### src/rtl/apb3_master.sv
// APB3 requester: single-outstanding command/response front end driving an
// APB3 bus through the IDLE -> SETUP -> ACCESS sequence.
// Optional feature macro: APB3_MASTER_TIMEOUT_EN adds an ACCESS wait limit
// of TIMEOUT_CYCLES stalled cycles, after which the transfer is aborted and
// reported with rsp_error=1 and rsp_timeout=1.
module apb3_master #(
   parameter int ADDR_WIDTH     = 12,
   parameter int DATA_WIDTH     = 32,
   parameter int TIMEOUT_CYCLES = 256
) (
   input  logic                  clk,
   input  logic                  reset,
   // request channel
   input  logic                  cmd_valid,
   output logic                  cmd_ready,
   input  logic                  cmd_write,
   input  logic [ADDR_WIDTH-1:0] cmd_addr,
   input  logic [DATA_WIDTH-1:0] cmd_wdata,
   // response channel
   output logic                  rsp_valid,
   output logic [DATA_WIDTH-1:0] rsp_rdata,
   output logic                  rsp_error,
   output logic                  rsp_timeout,
   // APB3 requester side
   output logic [ADDR_WIDTH-1:0] PADDR,
   output logic                  PSEL,
   output logic                  PENABLE,
   output logic                  PWRITE,
   output logic [DATA_WIDTH-1:0] PWDATA,
   input  logic                  PREADY,
   input  logic [DATA_WIDTH-1:0] PRDATA,
   input  logic                  PSLVERROR,
   // status
   output logic                  busy
);

   typedef enum logic [1:0] {
      IDLE   = 2'd0,
      SETUP  = 2'd1,
      ACCESS = 2'd2
   } state_t;

   state_t                r_state;
   state_t                w_state_nxt;
   logic                  w_accept;
   logic                  w_done;
   logic                  w_timeout_hit;

   logic [ADDR_WIDTH-1:0] r_paddr;
   logic                  r_pwrite;
   logic [DATA_WIDTH-1:0] r_pwdata;

   logic                  r_rsp_valid;
   logic [DATA_WIDTH-1:0] r_rsp_rdata;
   logic                  r_rsp_error;

   if (TIMEOUT_CYCLES < 1 || TIMEOUT_CYCLES > 65535) begin : g_bad_timeout
      $error("apb3_master: TIMEOUT_CYCLES must lie in 1..65535");
   end

   // State register
   always_ff @(posedge clk or posedge reset) begin
      if (reset) r_state <= IDLE;
      else       r_state <= w_state_nxt;
   end

   // Next-state logic and state-decoded outputs
   always_comb begin
      w_state_nxt = r_state;
      cmd_ready   = 1'b0;
      PSEL        = 1'b0;
      PENABLE     = 1'b0;
      w_accept    = 1'b0;
      w_done      = 1'b0;
      case (r_state)
         IDLE: begin
            cmd_ready = 1'b1;
            if (cmd_valid) begin
               w_accept    = 1'b1;
               w_state_nxt = SETUP;
            end
         end
         SETUP: begin
            PSEL        = 1'b1;
            w_state_nxt = ACCESS;
         end
         ACCESS: begin
            PSEL    = 1'b1;
            PENABLE = 1'b1;
            // PREADY wins over a timeout reached on the same cycle
            if (PREADY) begin
               w_done      = 1'b1;
               w_state_nxt = IDLE;
            end else if (w_timeout_hit) begin
               w_state_nxt = IDLE;
            end
         end
         default: w_state_nxt = IDLE;
      endcase
   end

   assign busy = (r_state != IDLE);

   // Latch the command on acceptance; held until the next accept
   always_ff @(posedge clk or posedge reset) begin
      if (reset) begin
         r_paddr  <= '0;
         r_pwrite <= 1'b0;
         r_pwdata <= '0;
      end else if (w_accept) begin
         r_paddr  <= cmd_addr;
         r_pwrite <= cmd_write;
         r_pwdata <= cmd_wdata;
      end
   end

   assign PADDR  = r_paddr;
   assign PWRITE = r_pwrite;
   assign PWDATA = r_pwdata;

`ifdef APB3_MASTER_TIMEOUT_EN
   localparam logic [15:0] LP_TO_LAST = 16'(TIMEOUT_CYCLES - 1);

   logic [15:0] r_to_cnt;
   logic        r_rsp_timeout;

   // The limit is hit on the stalled ACCESS cycle that makes the count reach
   // TIMEOUT_CYCLES, so the abort lands on that cycle's closing edge.
   assign w_timeout_hit = (r_state == ACCESS) && !PREADY && (r_to_cnt == LP_TO_LAST);

   // Count stalled ACCESS cycles; restart on every new transfer
   always_ff @(posedge clk or posedge reset) begin
      if (reset)                              r_to_cnt <= '0;
      else if (w_accept)                      r_to_cnt <= '0;
      else if (r_state == ACCESS && !PREADY)  r_to_cnt <= r_to_cnt + 16'd1;
   end

   // Timeout flag of the most recent response
   always_ff @(posedge clk or posedge reset) begin
      if (reset)              r_rsp_timeout <= 1'b0;
      else if (w_done)        r_rsp_timeout <= 1'b0;
      else if (w_timeout_hit) r_rsp_timeout <= 1'b1;
   end

   assign rsp_timeout = r_rsp_timeout;
`else
   assign w_timeout_hit = 1'b0;
   assign rsp_timeout   = 1'b0;
`endif

   // Response capture: one-cycle valid pulse on completion or abort
   always_ff @(posedge clk or posedge reset) begin
      if (reset) begin
         r_rsp_valid <= 1'b0;
         r_rsp_rdata <= '0;
         r_rsp_error <= 1'b0;
      end else begin
         r_rsp_valid <= w_done || w_timeout_hit;
         if (w_done) begin
            if (!r_pwrite) r_rsp_rdata <= PRDATA;
            r_rsp_error <= PSLVERROR;
         end else if (w_timeout_hit) begin
            r_rsp_rdata <= '0;
            r_rsp_error <= 1'b1;
         end
      end
   end

   assign rsp_valid = r_rsp_valid;
   assign rsp_rdata = r_rsp_rdata;
   assign rsp_error = r_rsp_error;

endmodule
### config.mk
export PLATFORM = sky130hd
export DESIGN_NAME = apb3_master
export DESIGN_NICKNAME = d
export VERILOG_FILES = /design/src/rtl/apb3_master.sv
export SDC_FILE = /design/constraint.sdc
export NUM_CORES = 1
export LEC_CHECK = 0
export CAP_MARGIN = 40
export CORE_ASPECT_RATIO = 0.8
export CORE_MARGIN = 4
export CORE_UTILIZATION = 35
export CTS_CLUSTER_SIZE = 16
export DETAILED_ROUTE_END_ITERATION = 8
export GPL_ROUTABILITY_DRIVEN = 0
export PLACE_DENSITY = 0.74
export SYNTH_ARGS = -nofsm -noshare
export SYNTH_HDL_FRONTEND = slang
export SYNTH_SLANG_ARGS = --single-unit
### constraint.sdc
create_clock -name clk -period 3.56 [get_ports clk]
set_clock_uncertainty 0.1 [all_clocks]
set_input_delay 0.712 -clock clk [delete_from_list [all_inputs] [get_ports clk]]
set_output_delay 0.712 -clock clk [all_outputs]
set_load 0.005 [all_outputs]
==> metrics.md, run 1 <==
| Metric | Value |
|---|---|
| Status | complete, no violations |
| Rel. slew slack | 58.1% |
| RSZ-0062 raised after global routing | no |
| Cell Area, Synth | about 3300 sq um |
| Max Clk Rate | 415 MHz |
| Starting density of the core | 35.9% |
| Crit path capture | cmd_ready |
| CTS tree | yes |
| RR Startpoint | r_state[1] |
| Reg2Reg Depth | 5 |
| # IOs | roughly 170 |
| Largest net degree at the start of global routing | 48 |
| MaxCap Viol Count | 0 |
| Combinational power share | 42.8% |
| Critical path startpoint | r_state[1] |
| Min cycle time layout | about 2.4 ns |
| Switching power | 1.14 mW |
| Horiz. Die Dim | ~120 um |
| Vias | 2124 |
| Yosys warns | 0 |
| Register area share after synthesis | 62.3% |
| Pwr Total | 4.60 mW |
| Final Setup Violations | 0 |
| DP HPWL | 5890 um |
| Hold buffers post-CTS | 0 |
| Chip height | approximately 94 um |
| Worst path arrival time | 1.60 ns |
| Area grow syn2layout | 62.9% |
| Layout cell share with drive strength beyond 1 | 28.1% |
| Max clock buf depth | 2 |
| Mapped Nets | around 270 |
| Setup tns final | 0 ns |
| Root Driver | clkbuf_16 |
| Clock share of power | 21.8% |
| DRT Pass-1 Iters | 2 |
| Vias/cell | between 4 and 5 |
| CP Class | reg2out |
| Port Buffers | approximately 160 |
| Synthesized area per cell | about 18 sq um |
| Hold Path Class | reg2reg |
| Sw Share | 24.9% |
| Sequential share of power | 35.4% |
| CP Launch Type | flop |
| Nets | between 400 and 500 |
| Clk pin slew, worst setup/hold paths | roughly 0.06 ns |
| Initial drt markers | 52 |
| Worst Path Required | 2.75 ns |
| Crit share post-route | 67.7% |
| Yosys cell types | 17 |
| Cell Rows | 31 |
| Synth Instances | 186 |
| DRC viols | 0 |
| Static leakage | 2.34 nW |
| Fillers | 752 |
| First-pass GRT wire length | 12300 um |
| Peak VDD IR | 448 uV |
| Gr ovfl total | 0 |
| H-tree levels | 3 |
| Pwr Density | 868 nW/um^2 |
| Antenna-violating nets left | 0 |
| GRT Util Overall | 14.8% |
| Sink Count | 81 |
| Cts bufs inserted | 9 |
| Crit path capture type | output pin |
| Antenna violations before repair | 0 |
| Diode count | 0 |
| R2r endpoint | PWDATA[25] |
| Final Util | between 50% and 60% |
| Vias in the first global route | around 2400 |
| Reg-to-reg slack, setup | 1.58 ns |
| Clk Latency, worst-skew pair | 0.33 ns |
| Yosys reg bits | 81 |
| Setup Buffers After CTS | 0 |
| Avg WL per Cell | 16.6 um |
| Die ar. | ~11000 sq um |
| Final Hold Vio Count | 0 |
| Internal power | 3.46 mW |
| WL final | 7850 um |
| Resized Gates After CTS | 0 |
| Worst Path Max Fanout | 3 |
| Core ar. | slightly above 9000 sq um |
| Final Slew Violations | 0 |
| Least-Margin Pin Slew | 0.628 ns |
routing by layer:
| metal | global-route usage, % | up-vias | part of all wire [%] |
|---|---|---|---|
| met5 | 0 | - | 0 |
| met4 | 4.93 | 0 | 1.3 |
| met3 | 6.44 | 13 | 9.4 |
| met2 | 23.0 | 92 | 47 |
| met1 | 18.6 | 1044 | 42 |
| li1 | - | 975 | - |
sequential cells by signal, indices dropped and copies added (netlist names):
| name | cells |
|---|---|
| PADDR | 12 |
| rsp_rdata | 32 |
| rsp_error | 1 |
| r_state | 2 |
| PWRITE | 1 |
| PWDATA | 32 |
| rsp_valid | 1 |
worst max-delay path: stages (launching register included):
cell and delay [ns]:
dfrtp_1 0.40, inv_1 0.11, ha_1 0.22, clkdlybuf4s50_1 0.54
synth_stat cells:
library cell | count | area (sq um)
dfrtp_1 | 81 | 2030
mux2_2 | 49 | 552
mux2_4 | 30 | 450
inv_1 | 5 | 18.8
buf_2 | 4 | 20.0
ha_1 | 4 | 50.1
buf_12 | 3 | 60.1
a21oi_1 | 1 | 5.00
and2_4 | 1 | 8.76
and2b_2 | 1 | 8.76
buf_4 | 1 | 7.51
buf_6 | 1 | 11.3
conb_1 | 1 | 3.75
nand2_2 | 1 | 6.26
nand2b_4 | 1 | 13.8
o21a_1 | 1 | 7.51
o21ai_0 | 1 | 5.00
through the flow:
stage               instance area [sq um]  cells  hold WS, ns  worst slack [ns]
floorplan                            3260    186        0.404             0.668
global placement                     4970    458        0.389              1.13
detailed placement                   4970    458        0.392              1.09
CTS                                  5300    474        0.405              1.13
global route                         5300    474        0.422              1.09
finish                               5300    474        0.404              1.15
worst min path at each step:
stage	start	to	cells after the start
detailed placement	PADDR[6]	PADDR[6]	1
floorplan	rsp_rdata[18]	rsp_rdata[18]	1
CTS	PWDATA[5]	PWDATA[5]	1
global route	rsp_rdata[17]	rsp_rdata[17]	1
finish	PWDATA[14]	PWDATA[14]	1
global placement	PADDR[3]	PADDR[3]	1
power by group through the flow:
stage                     clock [mW]  combinational [mW]  sequential (mW)
after floorplan                    0               0.782             1.66
after global placement             0                1.96             1.62
after detailed placement           0                2.00             1.64
after CTS                       1.04                2.01             1.63
after global routing            1.08                2.11             1.69
final                           1.00                1.97             1.63
cell usage in the layout (no fill, tap or decap), drive strengths merged:
| cell type | instances |
|---|---|
| inv | 4 |
| clkinvlp | 2 |
| a21oi | 1 |
| buf | 2 |
| bufinv | 2 |
| o21ai | 1 |
| ha | 4 |
| nand2b | 1 |
| mux2 | 79 |
| nand2 | 1 |
| clkbuf | 12 |
| conb | 1 |
| dfrtp | 81 |
| clkdlybuf4s50 | 164 |
| o21a | 1 |
| and2 | 1 |
| clkinv | 1 |
| and2b | 1 |
kinds of logic after synthesis:
logic type      synth area share (%)
simple gates                    1.15
flops                           62.3
other cells                    0.115
fa+ha+maj                       1.54
buf+inv                         3.61
mux                             30.8
compound gates                 0.538
final cells by class:
type	count	area (sq um)	area share, %
sequential	81	2030	38.2
timing repair buffer	166	1670	31.5
multi-input combinational	91	1110	21.0
clock buffer	12	256	4.84
tap	115	144	2.71
clock inverter	4	75.1	1.42
inverter	5	20.0	0.378
No activity file was read; power rests on OpenSTA's default activity.
==> inputs of run 2 (changes only) <==
==> constraint.sdc (replaced) <==
create_clock -name clk -period 2.3 [get_ports clk]
set_clock_uncertainty 0.1 [all_clocks]
set_input_delay 0.46 -clock clk [delete_from_list [all_inputs] [get_ports clk]]
set_output_delay 0.46 -clock clk [all_outputs]
set_load 0.005 [all_outputs]
==> metrics.md, run 2 (same netlist as run 1, synthesis figures left out) <==
| Metric | Value |
|---|---|
| Hold buffers post-CTS | 0 |
| Layout cell share with drive strength beyond 1 | 28.7% |
| Slowest CP cell | clkdlybuf4s50_1 |
| Clk pin slew, worst setup/hold paths | 0.06 ns |
| Antenna violations before repair | 0 |
| Avg WL per Cell | 16.8 um |
| CP delay by family, top | buffers and inverters |
| GRT Util Overall | between 10% and 20% |
| Min cycle time layout | 2.14 ns |
| Port Buffers | 164 |
| Pwr Density | 1310 nW/um^2 |
| Inst Count DP | 463 |
| Worst Path Required | 1.74 ns |
| Vias/cell | approximately 4.5 |
| Met2 Use GR | between 20% and 30% |
| Setup tns final | 0 ns |
| WL final | 8010 um |
| Reg-to-reg slack, setup | just over 0.5 ns |
| Crit share post-route | 92.9% |
| Diode count | 0 |
| Initial drt markers | 47 |
| Area grow syn2layout | 63.2% |
| DRT Pass-1 Iters | 2 |
| Die ar. | 10900 sq um |
| CP Class | reg2out |
| Nets | 445 |
| CTS tree | yes |
| Final Hold Vio Count | 0 |
| Largest net degree at the start of global routing | between 50 and 60 |
| Peak VDD IR | 808 uV |
| Clk Latency, worst-skew pair | 0.32 ns |
| Met1 Usage GRT | about a fifth |
| Antenna-violating nets left | 0 |
| Cell Rows | 31 |
| Starting density of the core | 35.9% |
| Final Slew Violations | 0 |
| Min-Delay Endpoint | PADDR[4] |
| Status | complete, no violations |
| Busiest grt layer | met2 |
| Post-Layout Cell Count | 478 |
| Critical Path, Cell by Cell | inv_1 > ha_1 > clkdlybuf4s50_1 |
| Chip height | 94.3 um |
| Hold Path Class | reg2reg |
| H-tree levels | 3 |
| Worst Path Max Fanout | 4 |
| # IOs | between 150 and 200 |
| Sink Count | 81 |
| Core ar. | 9080 sq um |
| Commonest non-fill, non-tap cell in the layout | clkdlybuf4s50_1 |
| RR Startpoint | r_state[0] |
| Hold Crit Depth | 1 |
| RSZ-0062 raised after global routing | no |
| Root Driver | clkbuf_16 |
| Fillers | 725 |
| Reg2Reg Depth | 6 |
| CP bufs+invs | 2 |
| Gr ovfl total | 0 |
| MaxCap Viol Count | 0 |
| DP HPWL | 6070 um |
| Resized Gates After CTS | 0 |
| Worst path arrival time | 1.58 ns |
| HP Start | PADDR[4] |
| Vias | 2150 |
| First-pass GRT wire length | roughly 13000 um |
| Setup Buffers After CTS | 0 |
| Max Clk Rate | 468 MHz |
| CP Launch Type | flop |
| Cts bufs inserted | 9 |
| Vias in the first global route | 2418 |
| Final Setup Violations | 0 |
| DRC viols | 0 |
| Static leakage | 2.35 nW |
| Horiz. Die Dim | 116 um |
| Crit path capture type | output pin |
| Max clock buf depth | 2 |
| Met3 Usage GRT | 7.02% |
| Most frequent cells in the layout | 164 x clkdlybuf4s50_1, 81 x dfrtp_1, 49 x mux2_2 |
| Slowest stage delay, CP | 0.53 ns |
| R2r endpoint | rsp_rdata[23] |
run 2: cell types whose count changed in the layout (fill, tap and decap cells not counted), sizes merged:
cell      previous run  this run
buf                  2         7
clkinv               1         3
bufinv               2         1
clkinvlp             2         1
clkbuf              12        11
run 2: per-stage QoR:
step | area (sq um) | hold WS (ns) | power [mW] | setup slack (ns) | util, %
after floorplan | 3260 | 0.404 | 3.78 | 0.653 | -
after global placement | 5040 | 0.386 | 5.60 | 0.308 | 55.5
after detailed placement | 5040 | 0.392 | 5.69 | 0.272 | 55.5
after CTS | 5310 | 0.405 | 7.09 | 0.148 | 58.5
after global routing | 5310 | 0.413 | 7.41 | 0.0469 | 58.5
final | 5310 | 0.400 | 6.97 | 0.163 | 58.5
run 2: final cells by class:
type | count | area [sq um] | share of cell area (%)
repair buffers | 171 | 1730 | 32.6
clock buffers | 11 | 233 | 4.38
clock inverters | 4 | 45.0 | 0.848
inverters | 5 | 22.5 | 0.424
well taps | 115 | 144 | 2.71
flip-flops and latches | 81 | 2030 | 38.1
multi-input cells | 91 | 1110 | 20.9
run 2: worst max path at each step:
stage               startpoint       endpoint  cells after the start
finish              r_state[0]      cmd_ready                      3
global route        r_state[0]      cmd_ready                      3
CTS                 r_state[0]      cmd_ready                      3
detailed placement      PREADY  rsp_rdata[23]                      5
global placement        PREADY  rsp_rdata[20]                      5
floorplan           r_state[0]   rsp_rdata[0]                      7
run 2: routing by layer:
layer	up-vias	part of all wire, %
li1	984	-
met1	1072	42
met2	87	48
met3	7	8.7
met4	0	0.74
met5	-	0
run 2: where the power goes:
part	total (mW)	switching (mW)	internal, mW
clock network	1.34	0.515	0.829
logic	3.10	0.866	2.23
registers	2.53	0.386	2.15
total	6.97	1.77	5.21
